### src/rtl/hub75_scan_ctrl_if.sv
// Pixel-source and panel-side signal bundle for hub75_scan_ctrl.
// The master modport is the scan controller; the slave side is the pixel source plus panel.
`timescale 1ns/1ps
interface hub75_scan_ctrl_if #(
  parameter int NCOLS = 32
);
  localparam int CW = (NCOLS > 1) ? $clog2(NCOLS) : 1;

  logic          mode_req;
  logic [5:0]    pix_rgb;
  logic [CW-1:0] col;
  logic [2:0]    row;
  logic          mode_sel;
  logic          frame_start;
  logic [5:0]    rgb;
  logic          outclk;
  logic          lat;
  logic          oe;
  logic [2:0]    abc;

  modport master (
    input  mode_req, pix_rgb,
    output col, row, mode_sel, frame_start, rgb, outclk, lat, oe, abc
  );

  modport slave (
    output mode_req, pix_rgb,
    input  col, row, mode_sel, frame_start, rgb, outclk, lat, oe, abc
  );
endinterface

### src/rtl/hub75_scan_ctrl.sv
// Row-scan sequencer for a 1/8-scan HUB75 panel: shifts NCOLS pixels per row pair,
// then blanks, latches, sets the row address and displays for ON_CYCLES clocks.
`timescale 1ns/1ps
module hub75_scan_ctrl #(
  parameter int NCOLS     = 32,
  parameter int CLKDIV    = 2,
  parameter int ON_CYCLES = 256
) (
  input  logic clk,
  input  logic reset,
  hub75_scan_ctrl_if.master bus
);
  localparam int CW = (NCOLS > 1) ? $clog2(NCOLS) : 1;
  localparam int OW = (ON_CYCLES > 1) ? $clog2(ON_CYCLES) : 1;
  localparam logic [CW-1:0] COL_LAST = CW'(NCOLS - 1);
  localparam logic [3:0]    PH_LAST  = 4'(CLKDIV - 1);
  localparam logic [OW-1:0] ON_LAST  = OW'(ON_CYCLES - 1);

  typedef enum logic [2:0] {
    SHIFT_LO = 3'd0,
    SHIFT_HI = 3'd1,
    BLANK    = 3'd2,
    LATCH    = 3'd3,
    ADDR     = 3'd4,
    DISPLAY  = 3'd5
  } state_t;

  state_t        state_r, state_nxt_s;
  logic          run_r;
  logic [3:0]    phase_r, phase_nxt_s;
  logic [OW-1:0] on_r, on_nxt_s;
  logic [CW-1:0] col_r, col_nxt_s;
  logic [2:0]    row_r, row_nxt_s;
  logic          frame_nxt_s;

  logic          sync1_r, sync2_r;
  logic          mode_sel_r;
  logic          frame_start_r;
  logic [5:0]    rgb_r;
  logic          outclk_r;
  logic          lat_r;
  logic          oe_r;
  logic [2:0]    abc_r;

  assign bus.col         = col_r;
  assign bus.row         = row_r;
  assign bus.mode_sel    = mode_sel_r;
  assign bus.frame_start = frame_start_r;
  assign bus.rgb         = rgb_r;
  assign bus.outclk      = outclk_r;
  assign bus.lat         = lat_r;
  assign bus.oe          = oe_r;
  assign bus.abc         = abc_r;

  // Next-state, phase/on counters and col/row advance.
  always_comb begin
    state_nxt_s = state_r;
    phase_nxt_s = phase_r;
    on_nxt_s    = on_r;
    col_nxt_s   = col_r;
    row_nxt_s   = row_r;
    frame_nxt_s = 1'b0;
    case (state_r)
      SHIFT_LO: begin
        // The first edge after reset release only arms run_r, so that edge starts a full low phase.
        if (!run_r) begin
          phase_nxt_s = 4'd0;
        end else if (phase_r == PH_LAST) begin
          phase_nxt_s = 4'd0;
          state_nxt_s = SHIFT_HI;
        end else begin
          phase_nxt_s = phase_r + 4'd1;
        end
      end
      SHIFT_HI: begin
        if (phase_r == PH_LAST) begin
          phase_nxt_s = 4'd0;
          if (col_r == COL_LAST) begin
            col_nxt_s   = {CW{1'b0}};
            state_nxt_s = BLANK;
          end else begin
            col_nxt_s   = col_r + {{(CW-1){1'b0}}, 1'b1};
            state_nxt_s = SHIFT_LO;
          end
        end else begin
          phase_nxt_s = phase_r + 4'd1;
        end
      end
      BLANK: begin
        state_nxt_s = LATCH;
      end
      LATCH: begin
        state_nxt_s = ADDR;
      end
      ADDR: begin
        on_nxt_s    = {OW{1'b0}};
        state_nxt_s = DISPLAY;
      end
      DISPLAY: begin
        if (on_r == ON_LAST) begin
          on_nxt_s    = {OW{1'b0}};
          row_nxt_s   = row_r + 3'd1;
          state_nxt_s = SHIFT_LO;
          frame_nxt_s = (row_r == 3'd7);
        end else begin
          on_nxt_s = on_r + {{(OW-1){1'b0}}, 1'b1};
        end
      end
      default: begin
        phase_nxt_s = 4'd0;
        on_nxt_s    = {OW{1'b0}};
        state_nxt_s = SHIFT_LO;
      end
    endcase
  end

  // State, counters and registered panel outputs; outputs follow the state being entered.
  always_ff @(posedge clk or posedge reset) begin
    if (reset) begin
      state_r       <= SHIFT_LO;
      run_r         <= 1'b0;
      phase_r       <= 4'd0;
      on_r          <= {OW{1'b0}};
      col_r         <= {CW{1'b0}};
      row_r         <= 3'd0;
      sync1_r       <= 1'b0;
      sync2_r       <= 1'b0;
      mode_sel_r    <= 1'b0;
      frame_start_r <= 1'b0;
      rgb_r         <= 6'd0;
      outclk_r      <= 1'b0;
      lat_r         <= 1'b0;
      oe_r          <= 1'b1;
      abc_r         <= 3'd0;
    end else begin
      state_r       <= state_nxt_s;
      run_r         <= 1'b1;
      phase_r       <= phase_nxt_s;
      on_r          <= on_nxt_s;
      col_r         <= col_nxt_s;
      row_r         <= row_nxt_s;
      sync1_r       <= bus.mode_req;
      sync2_r       <= sync1_r;
      frame_start_r <= frame_nxt_s;
      outclk_r      <= (state_nxt_s == SHIFT_HI);
      lat_r         <= (state_nxt_s == LATCH);
      oe_r          <= (state_nxt_s != DISPLAY);
      if (frame_nxt_s) begin
        mode_sel_r <= sync2_r;
      end else begin
        mode_sel_r <= mode_sel_r;
      end
      if (state_nxt_s == ADDR) begin
        abc_r <= row_r;
      end else begin
        abc_r <= abc_r;
      end
      // pix_rgb reflects col one cycle into SHIFT_LO, so the final low-phase sample is the one clocked out.
      if (state_r == SHIFT_LO) begin
        rgb_r <= bus.pix_rgb;
      end else if (state_nxt_s == BLANK) begin
        rgb_r <= 6'd0;
      end else begin
        rgb_r <= rgb_r;
      end
    end
  end
endmodule

### src/flat_wrapper.sv
// flat-port wrapper written by rule: the top's interface ports become plain ports
module hub75_scan_ctrl_flat 
#(
  parameter int NCOLS     = 32,
  parameter int CLKDIV    = 2,
  parameter int ON_CYCLES = 256
)
  (clk, reset, bus_mode_req, bus_pix_rgb, bus_col, bus_row, bus_mode_sel, bus_frame_start, bus_rgb, bus_outclk, bus_lat, bus_oe, bus_abc);
  hub75_scan_ctrl_if #(.NCOLS(NCOLS)) bus_i ();
  input  logic clk;
  input  logic reset;
  input wire logic [$bits(bus_i.mode_req)-1:0] bus_mode_req;
  input wire logic [$bits(bus_i.pix_rgb)-1:0] bus_pix_rgb;
  output wire logic [$bits(bus_i.col)-1:0] bus_col;
  output wire logic [$bits(bus_i.row)-1:0] bus_row;
  output wire logic [$bits(bus_i.mode_sel)-1:0] bus_mode_sel;
  output wire logic [$bits(bus_i.frame_start)-1:0] bus_frame_start;
  output wire logic [$bits(bus_i.rgb)-1:0] bus_rgb;
  output wire logic [$bits(bus_i.outclk)-1:0] bus_outclk;
  output wire logic [$bits(bus_i.lat)-1:0] bus_lat;
  output wire logic [$bits(bus_i.oe)-1:0] bus_oe;
  output wire logic [$bits(bus_i.abc)-1:0] bus_abc;
  assign bus_i.mode_req = bus_mode_req;
  assign bus_i.pix_rgb = bus_pix_rgb;
  assign bus_col = bus_i.col;
  assign bus_row = bus_i.row;
  assign bus_mode_sel = bus_i.mode_sel;
  assign bus_frame_start = bus_i.frame_start;
  assign bus_rgb = bus_i.rgb;
  assign bus_outclk = bus_i.outclk;
  assign bus_lat = bus_i.lat;
  assign bus_oe = bus_i.oe;
  assign bus_abc = bus_i.abc;
  hub75_scan_ctrl #(.NCOLS(NCOLS), .CLKDIV(CLKDIV), .ON_CYCLES(ON_CYCLES)) u_core (.clk(clk), .reset(reset), .bus(bus_i));
endmodule
### config.mk
export PLATFORM = sky130hd
export DESIGN_NAME = hub75_scan_ctrl_flat
export DESIGN_NICKNAME = d
export VERILOG_FILES = /design/src/rtl/hub75_scan_ctrl_if.sv /design/src/rtl/hub75_scan_ctrl.sv /design/src/flat_wrapper.sv
export SDC_FILE = /design/constraint.sdc
export NUM_CORES = 1
export LEC_CHECK = 0
export CAP_MARGIN = 0
export CORE_ASPECT_RATIO = 0.6
export CORE_MARGIN = 1
export CORE_UTILIZATION = 48
export DETAILED_ROUTE_END_ITERATION = 8
export PLACE_DENSITY = 0.72
export SLEW_MARGIN = 20
export SYNTH_ARGS = -nofsm -noshare
export SYNTH_HDL_FRONTEND = slang
export SYNTH_SLANG_ARGS = --single-unit
### constraint.sdc
create_clock -name clk -period 1.5 [get_ports clk]
set_input_delay 0.15 -clock clk [delete_from_list [all_inputs] [get_ports clk]]
set_output_delay 0.15 -clock clk [all_outputs]
set_load 0.05 [all_outputs]
### Yosys cells after proc, flatten, opt, wreduce, memory -nomap -nowiden

Index checks and enable logic that the tools add are counted.

| operators by class | value |
|---|---|
| reductions and logical operators | 6 |
| equal/unequal tests | 14 |
| mux-type cells | 16 |
| add/sub/neg operators | 4 |

Operators with widths:

| operator | count |
|---|---|
| case mux 3 bit (6 select lines) | 1 |
| case mux 8 bit (2 select lines) | 1 |
| == test 3 x 2 -> 1 bit (second input constant) | 4 |
| == test 3 bit (second input constant) | 4 |
| two-way mux 3 bit | 4 |
| two-way mux 6 bit | 2 |
| case mux 4 bit (3 select lines) | 1 |
| adder 8 x 1 -> 8 bit (second input constant) | 1 |
| == test 8 bit (second input constant) | 1 |
| two-way mux 4 bit | 2 |
| two-way mux 8 bit | 1 |
| OR reduction 4 bit | 2 |
| == test 3 x 1 -> 1 bit (second input constant) | 2 |
| adder 5 x 1 -> 5 bit (second input constant) | 1 |
| == test 5 bit (second input constant) | 1 |
| two-way mux 5 bit | 1 |
| adder 4 x 1 -> 4 bit (second input constant) | 1 |
| == test 4 x 1 -> 1 bit (second input constant) | 1 |
| AND reduction 2 bit | 2 |
| adder 3 x 1 -> 3 bit (second input constant) | 1 |
| logical NOT 3 bit | 1 |
| != test 3 bit (second input constant) | 1 |
| two-way mux 1 bit | 2 |
| two-way mux 2 bit | 1 |
| nonzero test 2 bit | 1 |

| word-level totals | value |
|---|---|
| flip-flop bits (word level) | 40 |
| bits of input ports | 9 |
| output and inout port bits | 22 |
| logic and storage cells | 55 |

### Depth between registers and ports, before layout

| logic depth | value |
|---|---|
| depth after elaboration | 7 |
| depth in mapped cells | 6 |
| mapped depth without buffers | 6 |

### Worst setup path before layout

No wires, ideal clock.

| timing path | value |
|---|---|
| path kind | reg2reg |
| from | register u_core.col_r[0] (netlist: u_core.bus.col[0]) |
| to | register u_core.rgb_r[0] (netlist: u_core.bus.rgb[0]) |
| setup slack | -389 ps |
| arrival time | 1822 ps |
| required time | 1433 ps |
| buffers on the path | 0 |
| cell stages (with the launch flop) | 6 |
| clock period less this slack | 1889 ps |
| library setup time | 67 ps |
| path through | dfrtp_1 -> ha_1 -> and3_1 -> ha_1 -> a41oi_1 -> a22o_1 |

| on the way | value |
|---|---|
| longest elaborated chain between the ends | 6 |

Ends and longest elaborated chain:

| what | RTL line | text |
|---|---|---|
| from (decl) | hub75_scan_ctrl.sv:32 | `logic [CW-1:0] col_r, col_nxt_s;` |
| from (signal assigned) | hub75_scan_ctrl.sv:124 | `col_r <= {CW{1'b0}};` |
| from (signal assigned) | hub75_scan_ctrl.sv:140 | `col_r <= col_nxt_s;` |
| == test 5 bit | hub75_scan_ctrl.sv:78 | `if (col_r == COL_LAST) begin` |
| two-way mux 2 bit | hub75_scan_ctrl.sv:78 |  |
| two-way mux 3 bit | hub75_scan_ctrl.sv:76 | `if (phase_r == PH_LAST) begin` |
| case mux 3 bit (6 select lines) | hub75_scan_ctrl.sv:63 | `case (state_r)` |
| == test 3 x 2 -> 1 bit | hub75_scan_ctrl.sv:161 | `end else if (state_nxt_s == BLANK) begin` |
| nonzero test 2 bit (no source line) | - |  |
| to (signal assigned) | hub75_scan_ctrl.sv:160 | `rgb_r <= bus.pix_rgb;` |
| to (signal assigned) | hub75_scan_ctrl.sv:164 | `rgb_r <= rgb_r;` |
| to (decl) | hub75_scan_ctrl.sv:39 | `logic [5:0] rgb_r;` |

No other way between the ends.
A chain may end at the register's enable or synchronous reset.

### Worst setup path after layout

| timing path | value |
|---|---|
| from | register u_core.phase_r[3] |
| to | register u_core.lat_r (netlist: u_core.bus.lat) |

| on the way | value |
|---|---|
| longest elaborated chain between the ends | 5 |
| elaborated cells on any way between the ends | 6 |
| those cells by class | 2 x eq/ne; 4 x mux |

Ends and longest elaborated chain:

| what | RTL line | text |
|---|---|---|
| from (decl) | hub75_scan_ctrl.sv:30 | `logic [3:0] phase_r, phase_nxt_s;` |
| from (signal assigned) | hub75_scan_ctrl.sv:138 | `phase_r <= phase_nxt_s;` |
| == test 4 x 1 -> 1 bit (*) | hub75_scan_ctrl.sv:68, hub75_scan_ctrl.sv:76 |  |
| two-way mux 3 bit | hub75_scan_ctrl.sv:68 | `end else if (phase_r == PH_LAST) begin` |
| two-way mux 3 bit | hub75_scan_ctrl.sv:66 | `if (!run_r) begin` |
| case mux 3 bit (6 select lines) (*) | hub75_scan_ctrl.sv:63 |  |
| == test 3 x 2 -> 1 bit (*) | hub75_scan_ctrl.sv:146 | `lat_r <= (state_nxt_s == LATCH);` |
| to (signal assigned) | hub75_scan_ctrl.sv:146 |  |
| to (decl) | hub75_scan_ctrl.sv:41 | `logic lat_r;` |

Every way passes the cells marked *; elsewhere a longest branch is shown, timed or not.

==> reports/results.txt <==
synthesis-to-layout area growth = 55.01%
Finished Core Util = 79.81%
asr flop ratio synth = 100.0%
Fin Setup TNS = -0.7614 ns
Max-Cap Viols = 0
Worst Hold Class = input pin to asynchronous set/reset pin
fraction of the cycle the final worst path needs = 112.0%
Clock Latency Late Sink = 0.29 ns
cells along the critical path = nor4b_4 -> buf_4 -> nand3_1 -> a2111oi_1
failing checks = DRC, setup timing
DIE AREA = 0.004329 mm2
Main synth FF type = dfrtp_1
# DRC = 2
worst setup margin = -0.1799 ns
vias in the first global route = 1721
slowest cell delay on critical path = 0.44 ns
CTS Hold Buffers Added = 0
sequential-to-total area share from yosys stat = 51.41%
Top delay family on crit path = simple AND/OR/NAND/NOR gates
Critical Path AT = 1.84 ns
Post-Synthesis Cell Area = 0.001949 mm2
Post-synth EDFFs = 0
Fillers = 206
CTS sink cnt = 40
Max FO, Critical Path = 3
Synth top area share = 50.06%
status = finished with violations
Final Skew = 0.006139 ns
multi-input logic area = 0.001086 mm2
I/O Buffers = 30
Area contributors post-synth = dfrtp_1 (50%), mux2_2 (4.6%), ha_1 (4.5%)
worst hold slack = 0.2140 ns
Antenna Nets Post-Route = 0
Ant. Diodes = 0
max frequency = 595.3 MHz
max-slew violations = 0
commonest cells after routing, fill and taps aside = buf_4 (59), dfrtp_1 (30), dfrtp_2 (9)
count of state elements after synthesis = 40
DR vias = 1778
GR Util All Layers = 25.67%
Worst-path clk slew = 0.08 ns
Die Wd = 84.27 um
routed vias/inst = 5.946
largest net degree at the start of global routing = 41
leakage = 1.408 nW
Initial Utilization = 51.49%
CTS tree = built
WL per Instance = 18.85 um
crit path time final = 1.680 ns
Yosys cell types = 53
total CTS buffers = 5
first-pass GRT wire length = 8314 um
Die Ht = 51.37 um
CTS HTree Levels = 2
Synthesis Warnings = 0
layout net count = 267
number of setup violations in the final report = 11
maximum vdd drop = 1.399 mV
Syn Area/Cell = 11.27 um2
final non-filler cell area = 0.003022 mm2
layout cells sized above 1 = 51.59%
Syn Inst Count = 173
DP Wirelength = 3484 um
commonest non-fill, non-tap cell in the layout = buf_4
row cnt = 17
Worst Setup End Kind = register
Placement Cell Area = 0.002584 mm2
cell taking the most area after synthesis = dfrtp_1
number of I/O pins = 31
GPL Wtd Cong = 0.8074
RSZ-0062 raised after global routing = true
kind of critical path = register to register
CTS Buffer Depth = 2
1st-iter DRT viols = 96
Worst setup SP type = register
CP Buf/Inv Count = 1
CP max-delay cell = dfrtp_1
Remaining Overflow, GRT = 0
core footprint = 0.003786 mm2
Sequential Area = 0.001013 mm2
CP required = 1.66 ns
overall routed net length = 5637 um
Pwr Density = 1478 mW/mm2
DR pass1 iterations = 6
syn_nets = 189
CTS root buf = clkbuf_8
final hold vios = 0
initial antenna violation count = 0
-- Yosys cell counts (all sizes together), types with 4 or more instances --
cell / n
nand3: 12
nand2b: 5
a22o: 6
ha: 7
dfrtp: 39
nor2: 5
inv: 6
buf: 4
nand2: 8
nand3b: 4
o21ai: 11
mux2: 8
-- stage by stage --
step | instances | power [mW] | worst slack (ns)
5_1_grt | 299 | 4.631 | -0.2233
2_1_floorplan | 173 | 2.397 | -0.1106
3_5_place_dp | 277 | 2.997 | -0.1302
6_report | 299 | 4.468 | -0.1799
3_3_place_gp | 277 | 2.936 | -0.07568
4_1_cts | 287 | 4.309 | -0.05798
-- worst register-to-register path, delay by kind of cell, from the launching register on --
kind / cells / cell delay (ns)
AO/OA/AOI/OAI: 1 / 0.41
buffers and inverters: 1 / 0.20
flip-flops: 1 / 0.44
AND/OR/NAND/NOR: 2 / 0.49
-- metal layers --
layer | share of wire (%) | global-route usage (%) | vias up
li1 | - | - | 811
met1 | 42 | 31.41 | 886
met2 | 49 | 44.40 | 68
met4 | 2.5 | 8.908 | 0
met3 | 6.6 | 7.270 | 13
met5 | 0 | 0 | -
-- path summary, 6_finish.rpt --
check	startpoint	end	slack, ns	cells past startpoint
max	u_core.phase_r[3]$_DFFE_PP0N_	u_core.bus.lat$_DFF_PP0_	-0.18	4
min	reset	u_core.bus.frame_start$_DFF_PP0_	0.21	3
max reg2reg	u_core.phase_r[3]$_DFFE_PP0N_	u_core.bus.lat$_DFF_PP0_	-0.18	4
min reg2reg	u_core.sync1_r$_DFF_PP0_	u_core.sync2_r$_DFF_PP0_	0.36	0
max in group asynchronous	reset	u_core.bus.oe$_DFF_PP1_	1.03	3
min in group clk	bus_mode_req	u_core.sync1_r$_DFF_PP0_	0.30	1
-- power breakdown --
group | total (mW) | internal, mW | switching (mW) | leakage [nW]
Clock | 1.22 | 0.832 | 0.384 | 0.0784
Combinational | 1.81 | 0.768 | 1.05 | 0.819
Sequential | 1.44 | 1.25 | 0.185 | 0.510
Total | 4.47 | 2.85 | 1.61 | 1.41
-- what timing repair did --
action,4_1_cts,5_1_grt
endpoints found under the setup margin,22,31
setup buffers,2,12
pin swaps,4,7
cloned,0,0
resized for setup,16,25
-- registers in the layout, indices dropped and copies added, names as in the netlist, 3 cells and up --
register	count
u_core.state_r	3
u_core.bus.abc	3
u_core.phase_r	4
u_core.bus.col	5
u_core.bus.row	3
u_core.on_r	8
u_core.bus.rgb	6
-- logic make-up after synthesis --
kind of cell / after synthesis / synth area share (%)
compound gates: 42 / 16.17
xor+xnor: 1 / 0.4494
fa+ha+maj: 7 / 4.493
buf+inv: 12 / 3.273
flops: 40 / 51.41
mux: 9 / 5.135
other cells: 1 / 0.1924
simple gates: 61 / 18.87
-- cell type report --
| cell class | count | area share, % |
|---|---|---|
| Sequential cell | 40 | 33.54 |
| Multi-Input combinational cell | 121 | 35.94 |
| Clock buffer | 5 | 2.277 |
| Clock inverter | 3 | 2.981 |
| Inverter | 6 | 0.7453 |
| Tap cell | 47 | 1.946 |
| Timing Repair Buffer | 77 | 22.57 |
Note: power is estimated with default switching activity, not from simulation.
